**src/rtl/hazard_mul_ctrl_pkg.sv**
```systemverilog
// Shared encodings for the hazard/multiply controller: forwarding selects and FSM states.
package hazard_pkg;

  localparam logic [1:0] FWD_RF = 2'b00;
  localparam logic [1:0] FWD_W  = 2'b01;
  localparam logic [1:0] FWD_M  = 2'b10;

  localparam int CNT_W = 4;

  typedef enum logic {
    IDLE = 1'b0,
    RUN  = 1'b1
  } mul_state_t;

endpackage

```
**src/rtl/hazard_mul_ctrl_if.sv**
```systemverilog
// Bundle of datapath comparator/control inputs and the forward/stall/flush outputs.
interface hazard_mul_ctrl_if;
  logic Match_1E_M, Match_1E_W, Match_2E_M, Match_2E_W, Match_3E_M, Match_3E_W;
  logic Match_1E_M_Index, Match_1E_W_Index, Match_2E_M_Index, Match_2E_W_Index;
  logic Match_3E_M_Index, Match_3E_W_Index;
  logic Match_12D_E;
  logic RegWriteM, RegWriteW, WriteBackM, WriteBackW;
  logic MemtoRegE;
  logic PCSrcD, PCSrcE, PCSrcM, PCSrcW;
  logic BranchTakenD;
  logic MulStartE;
  logic [1:0] ForwardAE, ForwardBE, ForwardCE;
  logic [1:0] ForwardAEIndex, ForwardBEIndex, ForwardCEIndex;
  logic StallF, StallD, StallE;
  logic FlushD, FlushE, FlushM;
  logic MulBusyE, MulDoneE;

  modport master (
    output Match_1E_M, Match_1E_W, Match_2E_M, Match_2E_W, Match_3E_M, Match_3E_W,
    output Match_1E_M_Index, Match_1E_W_Index, Match_2E_M_Index, Match_2E_W_Index,
    output Match_3E_M_Index, Match_3E_W_Index, Match_12D_E,
    output RegWriteM, RegWriteW, WriteBackM, WriteBackW, MemtoRegE,
    output PCSrcD, PCSrcE, PCSrcM, PCSrcW, BranchTakenD, MulStartE,
    input  ForwardAE, ForwardBE, ForwardCE, ForwardAEIndex, ForwardBEIndex, ForwardCEIndex,
    input  StallF, StallD, StallE, FlushD, FlushE, FlushM, MulBusyE, MulDoneE
  );

  modport slave (
    input  Match_1E_M, Match_1E_W, Match_2E_M, Match_2E_W, Match_3E_M, Match_3E_W,
    input  Match_1E_M_Index, Match_1E_W_Index, Match_2E_M_Index, Match_2E_W_Index,
    input  Match_3E_M_Index, Match_3E_W_Index, Match_12D_E,
    input  RegWriteM, RegWriteW, WriteBackM, WriteBackW, MemtoRegE,
    input  PCSrcD, PCSrcE, PCSrcM, PCSrcW, BranchTakenD, MulStartE,
    output ForwardAE, ForwardBE, ForwardCE, ForwardAEIndex, ForwardBEIndex, ForwardCEIndex,
    output StallF, StallD, StallE, FlushD, FlushE, FlushM, MulBusyE, MulDoneE
  );
endinterface

```
**src/rtl/hazard_mul_ctrl_fwd_sel.sv**
```systemverilog
// One bypass mux select: the Memory-stage producer is younger, so it wins over Writeback.
module fwd_sel
  import hazard_pkg::*;
(
  input  logic       matchM,
  input  logic       matchW,
  input  logic       weM,
  input  logic       weW,
  output logic [1:0] sel
);

  always_comb begin
    sel = FWD_RF;
    if (matchM && weM)      sel = FWD_M;
    else if (matchW && weW) sel = FWD_W;
  end

endmodule

```
**src/rtl/hazard_mul_ctrl.sv**
```systemverilog
// Forwarding selects, stall/flush strobes and the multi-cycle multiply hold FSM.
module hazard_mul_ctrl
  import hazard_pkg::*;
#(
  parameter int MUL_CYCLES = 3
) (
  input  logic             clk,
  input  logic             reset,
  hazard_mul_ctrl_if.slave bus
);

  mul_state_t       r_state, w_next_state;
  logic [CNT_W-1:0] r_cnt, w_next_cnt;
  logic             w_busy, w_done;
  logic             w_ldr_stall, w_pc_pending;
  logic             w_flush_d;

  fwd_sel u_fwd_a  (.matchM(bus.Match_1E_M), .matchW(bus.Match_1E_W), .weM(bus.RegWriteM),
                    .weW(bus.RegWriteW), .sel(bus.ForwardAE));
  fwd_sel u_fwd_b  (.matchM(bus.Match_2E_M), .matchW(bus.Match_2E_W), .weM(bus.RegWriteM),
                    .weW(bus.RegWriteW), .sel(bus.ForwardBE));
  fwd_sel u_fwd_c  (.matchM(bus.Match_3E_M), .matchW(bus.Match_3E_W), .weM(bus.RegWriteM),
                    .weW(bus.RegWriteW), .sel(bus.ForwardCE));
  fwd_sel u_fwd_ai (.matchM(bus.Match_1E_M_Index), .matchW(bus.Match_1E_W_Index),
                    .weM(bus.WriteBackM), .weW(bus.WriteBackW), .sel(bus.ForwardAEIndex));
  fwd_sel u_fwd_bi (.matchM(bus.Match_2E_M_Index), .matchW(bus.Match_2E_W_Index),
                    .weM(bus.WriteBackM), .weW(bus.WriteBackW), .sel(bus.ForwardBEIndex));
  fwd_sel u_fwd_ci (.matchM(bus.Match_3E_M_Index), .matchW(bus.Match_3E_W_Index),
                    .weM(bus.WriteBackM), .weW(bus.WriteBackW), .sel(bus.ForwardCEIndex));

  always_ff @(posedge clk) begin
    if (reset) begin
      r_state <= IDLE;
      r_cnt   <= '0;
    end else begin
      r_state <= w_next_state;
      r_cnt   <= w_next_cnt;
    end
  end

  // The entry cycle counts as one, so the counter is loaded two short of the hold length.
  always_comb begin
    w_next_state = r_state;
    w_next_cnt   = r_cnt;
    w_busy       = 1'b0;
    w_done       = 1'b0;
    case (r_state)
      IDLE: begin
        if (bus.MulStartE) begin
          w_busy       = 1'b1;
          w_next_state = RUN;
          w_next_cnt   = CNT_W'(MUL_CYCLES - 2);
        end
      end
      RUN: begin
        if (r_cnt != '0) begin
          w_busy     = 1'b1;
          w_next_cnt = r_cnt - 1'b1;
        end else begin
          w_done       = 1'b1;
          w_next_state = IDLE;
        end
        if (bus.PCSrcW) begin
          w_next_state = IDLE;
          w_next_cnt   = '0;
        end
      end
      default: begin
        w_next_state = IDLE;
        w_next_cnt   = '0;
      end
    endcase
  end

  assign w_ldr_stall  = bus.Match_12D_E & bus.MemtoRegE;
  assign w_pc_pending = bus.PCSrcD | bus.PCSrcE | bus.PCSrcM;
  assign w_flush_d    = w_pc_pending | bus.PCSrcW | bus.BranchTakenD;

  // A held multiply freezes F/D/E and feeds bubbles into Memory; otherwise normal hazards apply.
  always_comb begin
    bus.StallF = w_ldr_stall | w_pc_pending;
    bus.StallD = w_ldr_stall & ~w_flush_d;
    bus.StallE = 1'b0;
    bus.FlushD = w_flush_d;
    bus.FlushE = w_ldr_stall | bus.BranchTakenD;
    bus.FlushM = 1'b0;
    if (w_busy) begin
      bus.StallF = 1'b1;
      bus.StallD = 1'b1;
      bus.StallE = 1'b1;
      bus.FlushD = 1'b0;
      bus.FlushE = 1'b0;
      bus.FlushM = 1'b1;
    end
  end

  assign bus.MulBusyE = w_busy;
  assign bus.MulDoneE = w_done;

endmodule

```
**src/flat_wrapper.sv**
```systemverilog
// flat-port wrapper written by rule: the top's interface ports become plain ports
module hazard_mul_ctrl_flat import hazard_pkg::*;
#(
  parameter int MUL_CYCLES = 3
)
  (clk, reset, bus_Match_1E_M, bus_Match_1E_W, bus_Match_2E_M, bus_Match_2E_W, bus_Match_3E_M, bus_Match_3E_W, bus_Match_1E_M_Index, bus_Match_1E_W_Index, bus_Match_2E_M_Index, bus_Match_2E_W_Index, bus_Match_3E_M_Index, bus_Match_3E_W_Index, bus_Match_12D_E, bus_RegWriteM, bus_RegWriteW, bus_WriteBackM, bus_WriteBackW, bus_MemtoRegE, bus_PCSrcD, bus_PCSrcE, bus_PCSrcM, bus_PCSrcW, bus_BranchTakenD, bus_MulStartE, bus_ForwardAE, bus_ForwardBE, bus_ForwardCE, bus_ForwardAEIndex, bus_ForwardBEIndex, bus_ForwardCEIndex, bus_StallF, bus_StallD, bus_StallE, bus_FlushD, bus_FlushE, bus_FlushM, bus_MulBusyE, bus_MulDoneE);
  hazard_mul_ctrl_if bus_i ();
  input  logic clk;
  input  logic reset;
  input wire logic [$bits(bus_i.Match_1E_M)-1:0] bus_Match_1E_M;
  input wire logic [$bits(bus_i.Match_1E_W)-1:0] bus_Match_1E_W;
  input wire logic [$bits(bus_i.Match_2E_M)-1:0] bus_Match_2E_M;
  input wire logic [$bits(bus_i.Match_2E_W)-1:0] bus_Match_2E_W;
  input wire logic [$bits(bus_i.Match_3E_M)-1:0] bus_Match_3E_M;
  input wire logic [$bits(bus_i.Match_3E_W)-1:0] bus_Match_3E_W;
  input wire logic [$bits(bus_i.Match_1E_M_Index)-1:0] bus_Match_1E_M_Index;
  input wire logic [$bits(bus_i.Match_1E_W_Index)-1:0] bus_Match_1E_W_Index;
  input wire logic [$bits(bus_i.Match_2E_M_Index)-1:0] bus_Match_2E_M_Index;
  input wire logic [$bits(bus_i.Match_2E_W_Index)-1:0] bus_Match_2E_W_Index;
  input wire logic [$bits(bus_i.Match_3E_M_Index)-1:0] bus_Match_3E_M_Index;
  input wire logic [$bits(bus_i.Match_3E_W_Index)-1:0] bus_Match_3E_W_Index;
  input wire logic [$bits(bus_i.Match_12D_E)-1:0] bus_Match_12D_E;
  input wire logic [$bits(bus_i.RegWriteM)-1:0] bus_RegWriteM;
  input wire logic [$bits(bus_i.RegWriteW)-1:0] bus_RegWriteW;
  input wire logic [$bits(bus_i.WriteBackM)-1:0] bus_WriteBackM;
  input wire logic [$bits(bus_i.WriteBackW)-1:0] bus_WriteBackW;
  input wire logic [$bits(bus_i.MemtoRegE)-1:0] bus_MemtoRegE;
  input wire logic [$bits(bus_i.PCSrcD)-1:0] bus_PCSrcD;
  input wire logic [$bits(bus_i.PCSrcE)-1:0] bus_PCSrcE;
  input wire logic [$bits(bus_i.PCSrcM)-1:0] bus_PCSrcM;
  input wire logic [$bits(bus_i.PCSrcW)-1:0] bus_PCSrcW;
  input wire logic [$bits(bus_i.BranchTakenD)-1:0] bus_BranchTakenD;
  input wire logic [$bits(bus_i.MulStartE)-1:0] bus_MulStartE;
  output wire logic [$bits(bus_i.ForwardAE)-1:0] bus_ForwardAE;
  output wire logic [$bits(bus_i.ForwardBE)-1:0] bus_ForwardBE;
  output wire logic [$bits(bus_i.ForwardCE)-1:0] bus_ForwardCE;
  output wire logic [$bits(bus_i.ForwardAEIndex)-1:0] bus_ForwardAEIndex;
  output wire logic [$bits(bus_i.ForwardBEIndex)-1:0] bus_ForwardBEIndex;
  output wire logic [$bits(bus_i.ForwardCEIndex)-1:0] bus_ForwardCEIndex;
  output wire logic [$bits(bus_i.StallF)-1:0] bus_StallF;
  output wire logic [$bits(bus_i.StallD)-1:0] bus_StallD;
  output wire logic [$bits(bus_i.StallE)-1:0] bus_StallE;
  output wire logic [$bits(bus_i.FlushD)-1:0] bus_FlushD;
  output wire logic [$bits(bus_i.FlushE)-1:0] bus_FlushE;
  output wire logic [$bits(bus_i.FlushM)-1:0] bus_FlushM;
  output wire logic [$bits(bus_i.MulBusyE)-1:0] bus_MulBusyE;
  output wire logic [$bits(bus_i.MulDoneE)-1:0] bus_MulDoneE;
  assign bus_i.Match_1E_M = bus_Match_1E_M;
  assign bus_i.Match_1E_W = bus_Match_1E_W;
  assign bus_i.Match_2E_M = bus_Match_2E_M;
  assign bus_i.Match_2E_W = bus_Match_2E_W;
  assign bus_i.Match_3E_M = bus_Match_3E_M;
  assign bus_i.Match_3E_W = bus_Match_3E_W;
  assign bus_i.Match_1E_M_Index = bus_Match_1E_M_Index;
  assign bus_i.Match_1E_W_Index = bus_Match_1E_W_Index;
  assign bus_i.Match_2E_M_Index = bus_Match_2E_M_Index;
  assign bus_i.Match_2E_W_Index = bus_Match_2E_W_Index;
  assign bus_i.Match_3E_M_Index = bus_Match_3E_M_Index;
  assign bus_i.Match_3E_W_Index = bus_Match_3E_W_Index;
  assign bus_i.Match_12D_E = bus_Match_12D_E;
  assign bus_i.RegWriteM = bus_RegWriteM;
  assign bus_i.RegWriteW = bus_RegWriteW;
  assign bus_i.WriteBackM = bus_WriteBackM;
  assign bus_i.WriteBackW = bus_WriteBackW;
  assign bus_i.MemtoRegE = bus_MemtoRegE;
  assign bus_i.PCSrcD = bus_PCSrcD;
  assign bus_i.PCSrcE = bus_PCSrcE;
  assign bus_i.PCSrcM = bus_PCSrcM;
  assign bus_i.PCSrcW = bus_PCSrcW;
  assign bus_i.BranchTakenD = bus_BranchTakenD;
  assign bus_i.MulStartE = bus_MulStartE;
  assign bus_ForwardAE = bus_i.ForwardAE;
  assign bus_ForwardBE = bus_i.ForwardBE;
  assign bus_ForwardCE = bus_i.ForwardCE;
  assign bus_ForwardAEIndex = bus_i.ForwardAEIndex;
  assign bus_ForwardBEIndex = bus_i.ForwardBEIndex;
  assign bus_ForwardCEIndex = bus_i.ForwardCEIndex;
  assign bus_StallF = bus_i.StallF;
  assign bus_StallD = bus_i.StallD;
  assign bus_StallE = bus_i.StallE;
  assign bus_FlushD = bus_i.FlushD;
  assign bus_FlushE = bus_i.FlushE;
  assign bus_FlushM = bus_i.FlushM;
  assign bus_MulBusyE = bus_i.MulBusyE;
  assign bus_MulDoneE = bus_i.MulDoneE;
  hazard_mul_ctrl #(.MUL_CYCLES(MUL_CYCLES)) u_core (.clk(clk), .reset(reset), .bus(bus_i));
endmodule
```
**config.mk**
```make
export PLATFORM = sky130hd
export DESIGN_NAME = hazard_mul_ctrl_flat
export DESIGN_NICKNAME = d
export VERILOG_FILES = /design/src/rtl/hazard_mul_ctrl_pkg.sv /design/src/rtl/hazard_mul_ctrl_if.sv /design/src/rtl/hazard_mul_ctrl_fwd_sel.sv /design/src/rtl/hazard_mul_ctrl.sv /design/src/flat_wrapper.sv
export SDC_FILE = /design/constraint.sdc
export NUM_CORES = 1
export LEC_CHECK = 0
export CORE_MARGIN = 2
export CORE_UTILIZATION = 27
export DETAILED_ROUTE_END_ITERATION = 16
export PLACE_DENSITY = 0.84
export SLEW_MARGIN = 10
export SYNTH_ARGS = -nofsm -noshare
export SYNTH_HDL_FRONTEND = slang
export SYNTH_SLANG_ARGS = --single-unit
```
**constraint.sdc**
```tcl
create_clock -name clk -period 2 [get_ports clk]
set_input_delay 0.5 -clock clk [delete_from_list [all_inputs] [get_ports clk]]
set_output_delay 0.5 -clock clk [all_outputs]
set_load 0.02 [all_outputs]
```
==> metrics.md, run 1 <==
| Metric | Value |
|---|---|
| CTS root buf | `clkbuf_4` |
| Detailed-route wire length per cell | `12.79 um` |
| Final setup viols | `0` |
| Worst hold path type | `flip-flop to flip-flop` |
| Post-Synthesis Cells | `60` |
| # fillers | `128` |
| Diodes inserted | `0` |
| DP Area | `989.7 um^2` |
| CTS HTree Levels | `1` |
| Synth warnings | `0` |
| Die area | `1955 um^2` |
| Pins Over Slew Limit | `0` |
| Max Root-Sink Buffers | `2` |
| Worst-margin pin slew | `0.3241 ns` |
| Die W | `44.22 um` |
| Post-synthesis cell type count | `26` |
| Synthesized cell area | `436.7 um^2` |
| First-pass GRT wire length | `2.725 mm` |
| CP required | `1.50 ns` |
| Number of remaining DRC errors | `0` |
| Register area share after synthesis | `0.2292` |
| Setup crit end kind | `primary output` |
| Leak Pwr | `0.4493 nW` |
| CP Launch Type | `primary input` |
| Die Ht | `44.22 um` |
| Total GRT Usage | `0.1852` |
| Final Cell Area | `980.9 um^2` |
| Pwr per Cell Area | `493.7 nW/um^2` |
| Vias | `654` |
| Sink Count | `5` |
| Top-area cell type share of the netlist area | `0.2292` |
| Clock skew | `0.005540 ns` |
| Reg clk slew, reported paths | `0.04 ns` |
| Area Growth Syn to Fin | `124.6%` |
| Critical path peak fanout | `3` |
| Post-DP HPWL | `1.481 mm` |
| Initial DRC count | `14` |
| Antenna violations before repair | `0` |
| Max VDD drop | `0.4451 mV` |
| Data arrival, critical path | `1.48 ns` |
| Post-route ant nets | `0` |
| Share of layout cells above drive strength 1 | `0.3361` |
| Io pins | `46` |
| Area contributors post-synth | `dfxtp_1 (23%), nor2_1 (10%), and2_1 (8.6%)` |
| Slew headroom | `0.7812` |
| Total Wirelength | `1.727 mm` |
| Final Hold Viols | `0` |
| Pin count of the biggest net entering global routing | `7` |
| CTS Hold Bufs | `0` |
| 1st-pass router iterations | `4` |
| Status | `complete, no violations` |
| Final-stage net count | `148` |
| Routability congestion estimate | `0.8175` |
| Setup Buffers After CTS | `0` |
| Final min period | `1.975 ns` |
| RSZ-0062 raised after global routing | `true` |
| Vias per cell | `4.844` |
| GRT overflow | `0` |
| Syn avg cell area | `7.278 um^2` |
| Setup TNS | `0 ns` |
| Tcrit/Tclk final | `0.9877` |
| Maxcap violations | `0` |
| Synth area leader | `dfxtp_1` |
| Max Fclk | `506.2 MHz` |
| Core Area | `1506 um^2` |
| Syn_nets | `88` |
| Initial Util | `0.2899` |
| WS Path Type | `primary input to primary output` |
| I/O Buffers | `45` |
| Row count | `14` |
| #FFs+latches synth | `5` |
| CTS tree | `yes` |
| CTS Buf Count | `3` |
| Skew-Pair Late Insertion Delay | `0.24 ns` |
| Vias in the first global route | `648` |
[flip-flops by register name (all words and copies together), names as in the netlist]
signal and flops:
u_core.r_cnt 4, u_core.r_state 1
[routing by layer]
metal / up-vias / track usage / part of all wire
li1: 328 / - / -
met1: 298 / 0.2184 / 0.40
met2: 26 / 0.3265 / 0.54
met3: 2 / 0.05714 / 0.056
met4: 0 / 0.04242 / 0.0098
met5: - / 0 / 0
[path summary, 6_finish.rpt]
kind	from	to	slack [ns]	cells after the start
max	bus_PCSrcE	bus_StallD	0.02	4
max reg2reg	u_core.r_cnt[0]$_SDFFE_PP0P_	u_core.r_cnt[0]$_SDFFE_PP0P_	0.72	6
min reg2reg	u_core.r_cnt[0]$_SDFFE_PP0P_	u_core.r_cnt[0]$_SDFFE_PP0P_	0.58	3
min	u_core.r_cnt[0]$_SDFFE_PP0P_	u_core.r_cnt[0]$_SDFFE_PP0P_	0.58	3
[cells by family (layout without fill, tap and decap cells)]
family / after synthesis / in the layout / synth area share
AND/OR/NAND/NOR: 35 / 35 / 0.4470
AO/OA/AOI/OAI: 12 / 12 / 0.1977
buffers and inverters: 6 / 65 / 0.06875
flip-flops: 5 / 5 / 0.2292
adder cells (fa/ha/maj): 2 / 2 / 0.05730
[Yosys cell counts]
cell type,instances
nand3_1,1
o311ai_0,1
nand2_1,8
a31o_1,1
a21oi_1,3
o21ai_2,1
ha_1,2
o21ai_0,1
o41ai_1,1
a32o_1,1
nor4_1,1
nor2_1,12
inv_1,4
and2_1,6
dfxtp_1,5
nand4b_1,1
nand4bb_4,1
or3_1,1
and2b_2,1
nor3_1,1
o22ai_1,1
nor3b_1,1
a31oi_1,1
buf_4,2
a21o_2,1
nand3b_1,1
[stage by stage]
| stage | setup slack, ns | std cells | total power [mW] | hold slack [ns] | utilization |
|---|---|---|---|---|---|
| 6_report | 0.02452 | 135 | 0.4842 | 0.5827 | 0.6512 |
| 5_1_grt | -0.01216 | 135 | 0.5216 | 0.6327 | 0.6512 |
| 4_1_cts | -0.02742 | 135 | 0.4914 | 0.5847 | 0.6694 |
| 3_5_place_dp | -0.6834 | 131 | 0.3914 | 0.5793 | 0.6570 |
| 3_3_place_gp | -0.6463 | 131 | 0.3847 | 0.5679 | 0.6570 |
| 2_1_floorplan | 0.1337 | 60 | 0.2375 | 0.4670 | - |
[critical path: stages]
cell             delay, ns
clkdlybuf4s15_1       0.17
or3_4                 0.34
o41ai_2               0.28
buf_4                 0.19
[final cells by class]
class	count	area (um^2)	area share
Sequential cell	5	100.1	0.1020
Multi-Input combinational cell	49	326.6	0.3329
Timing Repair Buffer	57	493.0	0.5026
Clock buffer	4	26.28	0.02679
Inverter	4	15.01	0.01531
Tap cell	16	20.02	0.02041
[power by group]
group,internal (mW),total [mW],switching [mW]
Combinational,0.134,0.256,0.122
Clock,0.0752,0.113,0.0380
Sequential,0.108,0.115,0.00648
Total,0.318,0.484,0.167
[what timing repair did]
action                     CTS  global route
resized for setup           59            23
setup endpoints to repair   20            17
pin swaps                    4             2
[placed cells by master, fill, tap and decap left out, drive strengths merged, types with 2 or more instances in the layout]
master	synthesis	final
and2	6	6
clkdlybuf4s50	0	20
clkdlybuf4s15	0	9
o21ai	2	2
nand2	8	8
buf	2	21
nor2	12	12
ha	2	2
dlygate4sd2	0	2
inv	4	4
dfxtp	5	5
a21oi	3	3
clkbuf	0	8
(Power assumes the default switching activity.)
==> run 2: changes to the inputs <==
--- a/config.mk
+++ b/config.mk
@@ -5,6 +5,7 @@
 export SDC_FILE = /design/constraint.sdc
 export NUM_CORES = 1
 export LEC_CHECK = 0
+export CAP_MARGIN = 20
 export CORE_MARGIN = 2
 export CORE_UTILIZATION = 27
 export DETAILED_ROUTE_END_ITERATION = 16
==> results of run 2 <==
No change in the layout: final DEF, timing and power equal those of run 1.
==> run 3: changes to the inputs <==
--- a/config.mk
+++ b/config.mk
@@ -10,6 +10,7 @@
 export CORE_UTILIZATION = 27
 export DETAILED_ROUTE_END_ITERATION = 16
 export PLACE_DENSITY = 0.84
+export SKIP_CTS_REPAIR_TIMING = 1
 export SLEW_MARGIN = 10
 export SYNTH_ARGS = -nofsm -noshare
 export SYNTH_HDL_FRONTEND = slang
==> run 3 against run 2 <==
Effect of this change: utilization rose by 5.1 points; first-iteration DRC count shrank 7.1%; critical path depth is the same; worst setup slack gained 0.028 ns; sequential cell count did not move; sequential power is essentially flat; critical endpoint unchanged; highest routed layer unchanged.
==> metrics.md, run 3 (synthesis results as in run 1) <==
| Metric | Value |
|---|---|
| Antenna violations before repair | `0 (unchanged)` |
| Setup crit end kind | `primary output` |
| Area Growth Syn to Fin | `142.1%` |
| Worst hold path startpoint | `u_core.r_cnt[0]$_SDFFE_PP0P_` |
| Critical-path cell list | `clkdlybuf4s50_1, nand2_1, o41ai_2, buf_4` |
| # fillers | `111 (-13%)` |
| Pin count of the biggest net entering global routing | `7 (unchanged)` |
| Leak Pwr | `0.6564 nW (+46%)` |
| Post-DP HPWL | `1.481 mm (unchanged)` |
| Initial Util | `0.2899 (unchanged)` |
| Final-stage net count | `149 (+0.68%)` |
| First-pass GRT wire length | `2.684 mm (-1.5%)` |
| Max Fclk | `513.4 MHz (+1.4%)` |
| Placed Cells | `131 (unchanged)` |
| Data arrival, critical path | `1.45 ns (-0.03 ns)` |
| NetSw | `167.2 uW (+0.37%)` |
| Maxcap violations | `0 (unchanged)` |
| Vias in the first global route | `636 (-1.9%)` |
| Max Root-Sink Buffers | `2 (unchanged)` |
| Row count | `14 (unchanged)` |
| Max reg flops | `4 (unchanged)` |
| Initial DRC count | `13 (-1)` |
| Slowest stage delay, CP | `0.48 ns (+0.14 ns)` |
| Diodes inserted | `0 (unchanged)` |
| Vias per cell | `4.809 (-0.74%)` |
| Critical path peak fanout | `2 (-1)` |
| Setup TNS | `0 ns (unchanged)` |
| Fin util | `0.7018 (+0.05066)` |
| 1st-pass router iterations | `4 (unchanged)` |
| DP Area | `989.7 um^2 (unchanged)` |
| Commonest non-fill, non-tap cell in the layout | `clkdlybuf4s50_1` |
| I/O Buffers | `45 (unchanged)` |
| Io pins | `46 (unchanged)` |
| Switch share | `0.3353 (-0.008802)` |
| GRT overflow | `0 (unchanged)` |
| Skew-Pair Late Insertion Delay | `0.24 ns (about the same)` |
| CTS Buf Count | `3 (unchanged)` |
| Final Cell Area | `1057 um^2 (+7.8%)` |
| Die Ht | `44.22 um (unchanged)` |
| Part of the power in the clock network | `0.228 (-0.006)` |
| CP max-delay cell | `clkdlybuf4s50_1` |
| Largest Register | `u_core.r_cnt` |
| WS Path Type | `primary input to primary output` |
| CTS tree | `yes` |
| Final min period | `1.948 ns (-0.02780 ns)` |
| Final Hold Viols | `0 (unchanged)` |
| Routability congestion estimate | `0.8175 (unchanged)` |
| Clock skew | `0.005860 ns (+0.0003199 ns)` |
| Post-route ant nets | `0 (unchanged)` |
| Fin cells | `136 (+0.74%)` |
| Status | `complete, no violations` |
| Tcrit/Tclk final | `0.9738 (-0.01390)` |
| Number of remaining DRC errors | `0 (unchanged)` |
| Worst-margin pin slew | `0.3205 ns (-0.003584 ns)` |
| Vias | `654 (unchanged)` |
| Sequential Power Share | `0.230 (-0.007)` |
| Final setup viols | `0 (unchanged)` |
| Pins Over Slew Limit | `0 (unchanged)` |
| Worst hold path type | `flip-flop to flip-flop` |
| Max VDD drop | `0.4472 mV (+0.47%)` |
| Die area | `1955 um^2 (unchanged)` |
| Share of layout cells above drive strength 1 | `0.2667 (-0.06947)` |
| CTS HTree Levels | `1 (unchanged)` |
| R2R Path Start | `u_core.r_cnt[1]$_SDFFE_PP0P_` |
| CTS root buf | `clkbuf_4` |
| Slew headroom | `0.7836 (+0.002419)` |
| Commonest non-fill, non-tap cells in the layout | `clkdlybuf4s50_1 (20), dlymetal6s2s_1 (18), buf_4 (15)` |
| Power Internal | `331.5 uW (+4.4%)` |
| Reg clk slew, reported paths | `0.04 ns (about the same)` |
| Detailed-route wire length per cell | `12.94 um (+1.2%)` |
| Total GRT Usage | `0.1827 (-0.002525)` |
| CP required | `1.50 ns (about the same)` |
| Crit path launch | `bus_Match_12D_E` |
| Sink Count | `5 (unchanged)` |
| Comb power frac | `0.542 (+0.012)` |
| Core Area | `1506 um^2 (unchanged)` |
| Largest registers | `u_core.r_cnt (4), u_core.r_state (1)` |
| Total Wirelength | `1.760 mm (+1.9%)` |
| Pwr per Cell Area | `471.8 nW/um^2 (-4.4%)` |
| Die W | `44.22 um (unchanged)` |
| CP Launch Type | `primary input` |
-- run 3: cell types whose count changed in the layout (fill, tap and decap cells not counted) --
cell	change
dlymetal6s2s_1	+17
clkdlybuf4s15_1	-6
buf_2	-5
clkdlybuf4s15_2	-3
dlygate4sd2_1	-2
-- run 3: power by group through the flow --
stage          Combinational [mW]  Clock, mW  Sequential, mW
6_report                    0.271      0.114           0.115
5_1_grt                     0.291      0.131           0.115
4_1_cts                     0.276      0.119           0.115
3_5_place_dp                0.275          0           0.116
3_3_place_gp                0.269          0           0.115
2_1_floorplan               0.119          0           0.118
-- run 3: worst max-delay path: cells and delay by family --
kind	cells	cell delay, ns
buffers and inverters	2	0.67
AND/OR/NAND/NOR	1	0.08
AO/OA/AOI/OAI	1	0.20
-- run 3: cell type report --
| class | count | area [um^2] | area share |
|---|---|---|---|
| clock buffer | 4 | 26.28 | 0.02485 |
| inverter | 4 | 15.01 | 0.01420 |
| multi-input combinational | 49 | 326.6 | 0.3089 |
| sequential | 5 | 100.1 | 0.09467 |
| tap | 16 | 20.02 | 0.01893 |
| timing repair buffer | 58 | 569.3 | 0.5385 |
-- run 3: metrics by stage --
step | worst slack [ns] | power, mW | hold slack [ns]
global placement | -0.6463 | 0.3847 | 0.5679
finish | 0.05231 | 0.4988 | 0.5815
global route | -0.003690 | 0.5362 | 0.6276
CTS | -0.6834 | 0.5095 | 0.5847
detailed placement | -0.6834 | 0.3914 | 0.5793
floorplan | 0.1337 | 0.2375 | 0.4670
-- run 3: routing by layer --
layer,vias to the layer above,global-route usage,share of wire
li1,332,-,-
met1,296,0.2109,0.38
met2,22,0.3265,0.54
met3,4,0.05714,0.064
met4,0,0.04242,0.015
met5,-,0,0
-- run 3: worst paths after layout --
kind,end,slack [ns],depth (start not counted)
worst max register to register,u_core.r_cnt[0]$_SDFFE_PP0P_,0.70,6
worst max-delay path,bus_StallD,0.05,4
worst min-delay path,u_core.r_cnt[0]$_SDFFE_PP0P_,0.58,3
worst min register to register,u_core.r_cnt[0]$_SDFFE_PP0P_,0.58,3
